$ cat config.mk
export PLATFORM = sky130hd
export DESIGN_NAME = svc_axi_tgen_ctrl
export DESIGN_NICKNAME = d
export VERILOG_FILES = /design/src/rtl/svc_axi_tgen_ctrl.sv
export SDC_FILE = /design/constraint.sdc
export NUM_CORES = 1
export LEC_CHECK = 0
export BUFFER_PORTS_ARGS = -buffer_cell sky130_fd_sc_hd__buf_2
export CAP_MARGIN = 20
export CORE_MARGIN = 3
export CORE_UTILIZATION = 43
export DETAILED_ROUTE_END_ITERATION = 10
export GPL_TIMING_DRIVEN = 0
export PLACE_DENSITY_LB_ADDON = 0.3
export SETUP_SLACK_MARGIN = 0.15
export SYNTH_ARGS = -nofsm -noshare
export SYNTH_HDL_FRONTEND = slang
export SYNTH_SLANG_ARGS = --single-unit
$ cat constraint.sdc
create_clock -name clk -period 2.5 [get_ports clk]
set_clock_uncertainty 0.2 [all_clocks]
set_input_delay 0.25 -clock clk [delete_from_list [all_inputs] [get_ports clk]]
set_output_delay 0.25 -clock clk [all_outputs]
set_load 0.05 [all_outputs]
$ cat src/rtl/svc_axi_tgen_ctrl.sv
// Run controller for the AXI traffic generator: sequences write/read bursts over many iterations.
// Optional per-phase cycle counters are enabled with `define SVC_AXI_TGEN_CTRL_PERF_EN.
module svc_axi_tgen_ctrl #(
    parameter int unsigned AXI_ADDR_WIDTH = 20,
    parameter int unsigned AXI_ID_WIDTH   = 4
) (
    input  logic                      clk,
    input  logic                      rst_n,

    input  logic                      start,
    input  logic                      abort,
    input  logic [1:0]                mode,
    input  logic [15:0]               iterations,

    input  logic [AXI_ADDR_WIDTH-1:0] base_addr,
    input  logic [AXI_ADDR_WIDTH-1:0] iter_step,
    input  logic [AXI_ID_WIDTH-1:0]   burst_id,
    input  logic [7:0]                burst_beats,
    input  logic [AXI_ADDR_WIDTH-1:0] burst_stride,
    input  logic [2:0]                burst_size,
    input  logic [15:0]               burst_num,

    output logic                      w_start,
    output logic                      r_start,
    input  logic                      tgen_busy,
    output logic [AXI_ADDR_WIDTH-1:0] w_base_addr,
    output logic [AXI_ADDR_WIDTH-1:0] r_base_addr,
    output logic [AXI_ID_WIDTH-1:0]   w_burst_id,
    output logic [AXI_ID_WIDTH-1:0]   r_burst_id,
    output logic [7:0]                w_burst_beats,
    output logic [7:0]                r_burst_beats,
    output logic [AXI_ADDR_WIDTH-1:0] w_burst_stride,
    output logic [AXI_ADDR_WIDTH-1:0] r_burst_stride,
    output logic [2:0]                w_burst_awsize,
    output logic [2:0]                r_burst_arsize,
    output logic [15:0]               w_burst_num,
    output logic [15:0]               r_burst_num,

    output logic                      busy,
    output logic                      done,
    output logic                      aborted,
    output logic [15:0]               iter_count,
    output logic [31:0]               w_cycles,
    output logic [31:0]               r_cycles
);

    localparam int unsigned ITER_W  = 16;
    localparam int unsigned BEATS_W = 8;
    localparam int unsigned SIZE_W  = 3;
    localparam int unsigned MODE_W  = 2;

    localparam logic [MODE_W-1:0] MODE_WR   = 2'd0;
    localparam logic [MODE_W-1:0] MODE_RD   = 2'd1;
    localparam logic [MODE_W-1:0] MODE_WTR  = 2'd2;
    localparam logic [MODE_W-1:0] MODE_CONC = 2'd3;

    typedef enum logic [2:0] {
        S_IDLE   = 3'd0,
        S_LAUNCH = 3'd1,
        S_WAIT   = 3'd2,
        S_NEXT   = 3'd3,
        S_DONE   = 3'd4
    } state_t;

    state_t                    r_state;
    state_t                    w_state_nxt;

    logic [MODE_W-1:0]         r_mode;
    logic [ITER_W-1:0]         r_iterations;
    logic [AXI_ADDR_WIDTH-1:0] r_iter_step;
    logic [AXI_ADDR_WIDTH-1:0] r_cur_addr;
    logic [AXI_ID_WIDTH-1:0]   r_cfg_id;
    logic [BEATS_W-1:0]        r_cfg_beats;
    logic [AXI_ADDR_WIDTH-1:0] r_cfg_stride;
    logic [SIZE_W-1:0]         r_cfg_size;
    logic [ITER_W-1:0]         r_cfg_num;

    logic                      r_phase_rd;
    logic                      r_wait_first;
    logic                      r_abort;
    logic                      r_wr_go;
    logic                      r_rd_go;
    logic                      r_busy;
    logic                      r_done;
    logic [ITER_W-1:0]         r_iter_count;

    logic                      w_accept;
    logic                      w_abort_any;
    logic                      w_wait_exit;
    logic                      w_last_iter;
    logic                      w_iter_full;
    logic [MODE_W-1:0]         w_mode_eff;
    logic                      w_phase_rd_nxt;
    logic                      w_wr_go_nxt;
    logic                      w_rd_go_nxt;

    assign w_accept    = (r_state == S_IDLE) && start;
    // An abort seen in the same cycle as a decision must already steer it.
    assign w_abort_any = r_abort || (abort && (r_state != S_IDLE));
    assign w_wait_exit = (r_state == S_WAIT) && !r_wait_first && !tgen_busy;
    assign w_last_iter = ((17'(r_iter_count) + 17'd1) == 17'(r_iterations));
    // A write-then-read iteration only counts once its read phase has run.
    assign w_iter_full = (r_mode != MODE_WTR) || r_phase_rd;
    assign w_mode_eff  = (r_state == S_IDLE) ? mode : r_mode;

    // Next-state and next start-pulse decode.
    always_comb begin
        w_state_nxt    = r_state;
        w_phase_rd_nxt = r_phase_rd;
        w_wr_go_nxt    = 1'b0;
        w_rd_go_nxt    = 1'b0;

        case (r_state)
            S_IDLE: begin
                if (start) begin
                    w_phase_rd_nxt = 1'b0;
                    w_state_nxt    = (iterations == '0) ? S_DONE : S_LAUNCH;
                end
            end
            S_LAUNCH: w_state_nxt = S_WAIT;
            S_WAIT: begin
                if (w_wait_exit) begin
                    if ((r_mode == MODE_WTR) && !r_phase_rd && !w_abort_any) begin
                        w_phase_rd_nxt = 1'b1;
                        w_state_nxt    = S_LAUNCH;
                    end else begin
                        w_state_nxt = S_NEXT;
                    end
                end
            end
            S_NEXT: begin
                w_phase_rd_nxt = 1'b0;
                w_state_nxt    = (w_last_iter || w_abort_any) ? S_DONE : S_LAUNCH;
            end
            S_DONE:  w_state_nxt = S_IDLE;
            default: w_state_nxt = S_IDLE;
        endcase

        if (w_state_nxt == S_LAUNCH) begin
            w_wr_go_nxt = (w_mode_eff == MODE_WR) || (w_mode_eff == MODE_CONC) ||
                          ((w_mode_eff == MODE_WTR) && !w_phase_rd_nxt);
            w_rd_go_nxt = (w_mode_eff == MODE_RD) || (w_mode_eff == MODE_CONC) ||
                          ((w_mode_eff == MODE_WTR) && w_phase_rd_nxt);
        end
    end

    // State register and registered control outputs.
    always_ff @(posedge clk) begin
        if (!rst_n) begin
            r_state      <= S_IDLE;
            r_phase_rd   <= 1'b0;
            r_wait_first <= 1'b0;
            r_wr_go      <= 1'b0;
            r_rd_go      <= 1'b0;
            r_busy       <= 1'b0;
            r_done       <= 1'b0;
        end else begin
            r_state      <= w_state_nxt;
            r_phase_rd   <= w_phase_rd_nxt;
            r_wait_first <= (r_state == S_LAUNCH);
            r_wr_go      <= w_wr_go_nxt;
            r_rd_go      <= w_rd_go_nxt;
            r_busy       <= (w_state_nxt != S_IDLE);
            r_done       <= (w_state_nxt == S_DONE);
        end
    end

    // Run configuration, current address, iteration count and abort flag.
    always_ff @(posedge clk) begin
        if (!rst_n) begin
            r_mode       <= '0;
            r_iterations <= '0;
            r_iter_step  <= '0;
            r_cur_addr   <= '0;
            r_cfg_id     <= '0;
            r_cfg_beats  <= '0;
            r_cfg_stride <= '0;
            r_cfg_size   <= '0;
            r_cfg_num    <= '0;
            r_iter_count <= '0;
            r_abort      <= 1'b0;
        end else if (w_accept) begin
            r_mode       <= mode;
            r_iterations <= iterations;
            r_iter_step  <= iter_step;
            r_cur_addr   <= base_addr;
            r_cfg_id     <= burst_id;
            r_cfg_beats  <= burst_beats;
            r_cfg_stride <= burst_stride;
            r_cfg_size   <= burst_size;
            r_cfg_num    <= burst_num;
            r_iter_count <= '0;
            r_abort      <= 1'b0;
        end else begin
            if (abort && (r_state != S_IDLE)) begin
                r_abort <= 1'b1;
            end
            if (r_state == S_NEXT) begin
                if (w_iter_full && (r_iter_count != 16'hFFFF)) begin
                    r_iter_count <= r_iter_count + 16'd1;
                end
                if (w_state_nxt == S_LAUNCH) begin
                    r_cur_addr <= r_cur_addr + r_iter_step;
                end
            end
        end
    end

`ifdef SVC_AXI_TGEN_CTRL_PERF_EN
    logic        w_wr_phase;
    logic        w_rd_phase;
    logic [31:0] r_w_cyc;
    logic [31:0] r_r_cyc;

    assign w_wr_phase = (r_mode == MODE_WR) || (r_mode == MODE_CONC) ||
                        ((r_mode == MODE_WTR) && !r_phase_rd);
    assign w_rd_phase = (r_mode == MODE_RD) || (r_mode == MODE_CONC) ||
                        ((r_mode == MODE_WTR) && r_phase_rd);

    // Saturating WAIT-cycle counters, split by phase direction.
    always_ff @(posedge clk) begin
        if (!rst_n) begin
            r_w_cyc <= '0;
            r_r_cyc <= '0;
        end else if (w_accept) begin
            r_w_cyc <= '0;
            r_r_cyc <= '0;
        end else if (r_state == S_WAIT) begin
            if (w_wr_phase && (r_w_cyc != 32'hFFFF_FFFF)) begin
                r_w_cyc <= r_w_cyc + 32'd1;
            end
            if (w_rd_phase && (r_r_cyc != 32'hFFFF_FFFF)) begin
                r_r_cyc <= r_r_cyc + 32'd1;
            end
        end
    end

    assign w_cycles = r_w_cyc;
    assign r_cycles = r_r_cyc;
`else
    assign w_cycles = '0;
    assign r_cycles = '0;
`endif

    assign w_start        = r_wr_go;
    assign r_start        = r_rd_go;
    assign w_base_addr    = r_cur_addr;
    assign r_base_addr    = r_cur_addr;
    assign w_burst_id     = r_cfg_id;
    assign r_burst_id     = r_cfg_id;
    assign w_burst_beats  = r_cfg_beats;
    assign r_burst_beats  = r_cfg_beats;
    assign w_burst_stride = r_cfg_stride;
    assign r_burst_stride = r_cfg_stride;
    assign w_burst_awsize = r_cfg_size;
    assign r_burst_arsize = r_cfg_size;
    assign w_burst_num    = r_cfg_num;
    assign r_burst_num    = r_cfg_num;
    assign busy           = r_busy;
    assign done           = r_done;
    assign aborted        = r_abort;
    assign iter_count     = r_iter_count;

endmodule

==> summary.md <==
| Metric | Value |
|---|---|
| Status | complete, but fails checks |
| Failing checks | setup timing |
| RSZ-0062 raised after global routing | yes |
| Critical path arrival | 2.85 ns |
| Finished Core Util | 70.5% |
| Rel. slew slack | 31.1% |
| Vias per inst | 4.95 |
| Startpoint types | flip-flop |
| Crit path kind | flip-flop to flip-flop |
| Worst-margin pin slew | 1.03 ns |
| Critical Path End | r_base_addr[14]$_SDFFE_PN0P_ |
| Critical Path Max Stage Delay | 0.36 ns |
| Skew-Pair Late Insertion Delay | 0.42 ns |
| Register-to-register path setup slack | -0.27 ns |
| CTS root buffer | clkbuf_16 |
| Clk pwr share | 34.0% |
| Layout Nets | 1,593 |
| Num ports | 341 |
| GRT Util Overall | 26.7% |
| CTS clk-pin slew, worst paths | 0.06 ns |
| Post-route ant nets | 0 |
| Post-synth EDFFs | 0 |
| Top-area cell type share of the netlist area | 35.7% |
| Top cells by area, synth | dfxtp_1, buf_4, nand2_1 |
| RR Endpoint | r_base_addr[14]$_SDFFE_PN0P_ |
| Critical path's slowest cell | dfxtp_4 |
| Post-synth ARST share | 0% |
| Primary FF master, synth | dfxtp_1 |
| Max Slew Vio Count | 0 |
| Antenna violations before repair | 1 |
| Chip Width | 139 µm |
| Cell internal pwr | 4.71 mW |
| Comb power frac | 33.4% |
| Synth warn | 0 |
| Pwr Total | 7.58 mW |
| Die area | 19,200 µm² |
| Final setup viols | 23 |
| Sw Ratio | 37.8% |
| Dpl hpwl | 18,400 µm |
| Critical path, cell by cell | ha_4, and2_1, o21ai_0, a31oi_1, nor4b_4, o2111ai_4, nand3_4, buf_6, buf_8, mux2i_1, a21oi_1 |
| Power Density | 636 nW/µm² |
| Die H | 139 µm |
| Area Growth Syn to Fin | 57.4% |
| Largest net degree at the start of global routing | 17 |
| Clock period minus worst slack | 2.77 ns |
| HP Class | input pin to flip-flop |
| Wire per inst | 15.9 µm |
| Layout cells sized above 1 | 39.0% |
| Worst reg2reg path depth | 11 |
| Hold Vio Cnt, Final | 0 |
| Number of global-route vias before repair | 8,266 |
| TritonCTS clock tree | built |
| Final Non-Filler Cells | 1,691 |
| Worst EP required | 2.58 ns |
| Final period util | 111% |
| Core area | 16,900 µm² |
| P_leak | 5.95 nW |
| Placer Congestion | 0.890 |
| Cells after Synth | 961 |
| Drt first-iter violations | 415 |
| Flop pwr share | 32.6% |
| GRT overflow | 0 |
| 1st-pass router iterations | 5 |
| Yosys cell types | 68 |
| Crit-path max FO | 7 |
| Critical path origin | iter_count[0]$_SDFFE_PP0P_ |
| CTS HTree Levels | 4 |
| Number of core rows | 47 |
| Syn_area_per_cell | 7.87 µm² |
| Flop and latch count out of synthesis | 135 |
| DR vias | 8,362 |
| First-pass GRT wire length | 42,300 µm |
| Synth Cell Area | 7560 µm² |
| Clk sinks | 135 |
| Worst r2r src | iter_count[0]$_SDFFE_PP0P_ |
| WL final | 26,900 µm |
| CTS buffer count | 17 |
| Dpl cells | 1,520 |
| Clock tree buffer depth | 2 |
| Max Freq | 361 MHz |
| Residual DRC | 0 |
| Endpoint class of the critical path | flip-flop |
| Max IR drop VDD | 478 µV |
| I/O Buffers | 276 |
| Post-synthesis sequential area ratio | 35.7% |
| Psw | 2.87 mW |
| Number of max-cap violations | 0 |
| Initial Util | 44.8% |
| Final worst slack | -0.271 ns |
| Yosys top cell by area | dfxtp_1 |
[routing by layer]
metal | vias up | global-route usage, % | share of wire (%)
met5 | - | 0 | 0
met4 | 0 | 9.32 | 2.9
met3 | 65 | 6.97 | 7.0
met2 | 356 | 49.2 | 52
met1 | 3867 | 29.8 | 38
li1 | 4074 | - | -
[through the flow]
stage / cell area [µm²] / setup TNS, ns / setup slack, ns / hold slack [ns]
2_1_floorplan: 7990 / -0.146 / -0.146 / 0.180
3_3_place_gp: 9650 / -21.62 / -0.308 / 0.252
3_5_place_dp: 9650 / -21.11 / -0.330 / 0.255
4_1_cts: 11700 / -2.98 / -0.185 / 0.0407
5_1_grt: 11900 / -6.56 / -0.358 / 0.0711
6_report: 11900 / -4.69 / -0.271 / 0.0589
[kinds of logic (layout without fill, tap and decap cells)]
group	count (synthesis)	count (layout)	share of synthesized area [%]
and+or+nand+nor	336	336	20.0
buffers and inverters	196	642	17.0
DFF	135	135	35.7
other	1	65	0.0496
muxes	18	18	2.42
AOI/OAI and AO/OA	211	211	16.3
adders and majority gates	22	22	3.74
xor gates and xnor gates	42	42	4.86
[layout by cell type, fill, tap and decap left out, drive strengths merged, types with 3 or more instances in the layout]
master,count
buf,450
o21ai,32
dlygate4sd3,109
nand3,19
and3,12
or3,5
xnor2,19
nor2,41
a21o,10
and2,3
mux2i,16
nor4,10
nand2b,6
clkbuf,56
a31oi,8
clkinvlp,3
o211ai,3
nor3,12
o2111ai,3
nand2,203
clkinv,4
a21oi,123
conb,64
nand4,9
xor2,23
a211o,4
nor2b,3
o21a,3
ha,21
a211oi,6
and4,4
inv,18
dfxtp,135
[critical path, delay by kind of cell (launching register included)]
family          cells  cell delay (ns)
buf+inv             2             0.26
simple gates        3             0.72
fa+ha+maj           1             0.18
mux                 1             0.20
flops               1             0.36
compound gates      4             0.70
[cells in the mapped netlist, types with 5 or more instances]
cell type,instances
a211oi_1,5
a21o_1,10
a21oi_1,123
a31oi_1,8
and3_1,12
buf_4,138
clkbuf_1,36
dfxtp_1,135
ha_1,21
inv_1,13
mux2i_1,16
nand2_1,203
nand2b_1,6
nand3_1,18
nand4_1,8
nor2_1,41
nor3_1,11
nor4_1,10
o21ai_0,28
or3_1,5
xnor2_1,19
xor2_1,23
[power groups by stage]
stage	logic (mW)	clock network [mW]	registers, mW
4_1_cts	2.48	2.60	2.46
6_report	2.53	2.58	2.47
3_3_place_gp	2.28	0	2.50
3_5_place_dp	2.30	0	2.51
2_1_floorplan	1.43	0	2.84
5_1_grt	2.69	2.70	2.49
[worst min path at each step]
stage                            startpoint                            to  slack, ns  cells after the start
2_1_floorplan                  base_addr[1]   r_base_addr[1]$_SDFFE_PN0P_       0.18                      2
3_3_place_gp   r_iter_step[15]$_SDFFE_PN0P_  r_iter_step[15]$_SDFFE_PN0P_       0.25                      2
3_5_place_dp   r_iter_step[16]$_SDFFE_PN0P_  r_iter_step[16]$_SDFFE_PN0P_       0.25                      2
4_1_cts                           tgen_busy               busy$_SDFF_PN0_       0.04                      4
5_1_grt                           tgen_busy               busy$_SDFF_PN0_       0.07                      4
6_report                          tgen_busy               busy$_SDFF_PN0_       0.06                      4
[state kept, by name, indices dropped and copies added, names as in the netlist, 2 cells and up]
signal and flops:
iter_count 16, r_base_addr 20, r_burst_arsize 3, r_burst_beats 8
r_burst_id 4, r_burst_num 16, r_burst_stride 20, r_iter_step 20
r_iterations 16, r_mode 2, r_state 3
[final cells by class]
type / instances / area [µm²]
fill: 1313 / 4970
multi-input combinational: 693 / 4150
sequential: 135 / 2770
timing repair buffer: 414 / 2770
buffer: 181 / 1270
clock buffer: 20 / 468
tap: 220 / 275
clock inverter: 12 / 140
inverter: 15 / 56.3
antenna: 1 / 2.50
[repair_timing]
action	in CTS	in global routing
pin swaps	21	2
hold endpoints to repair	109	0
gates resized for setup	48	37
setup buffers	21	6
gates cloned	2	0
hold buffers	109	0
endpoints found under the setup margin	122	123
Note: power is estimated with default switching activity, not from simulation.
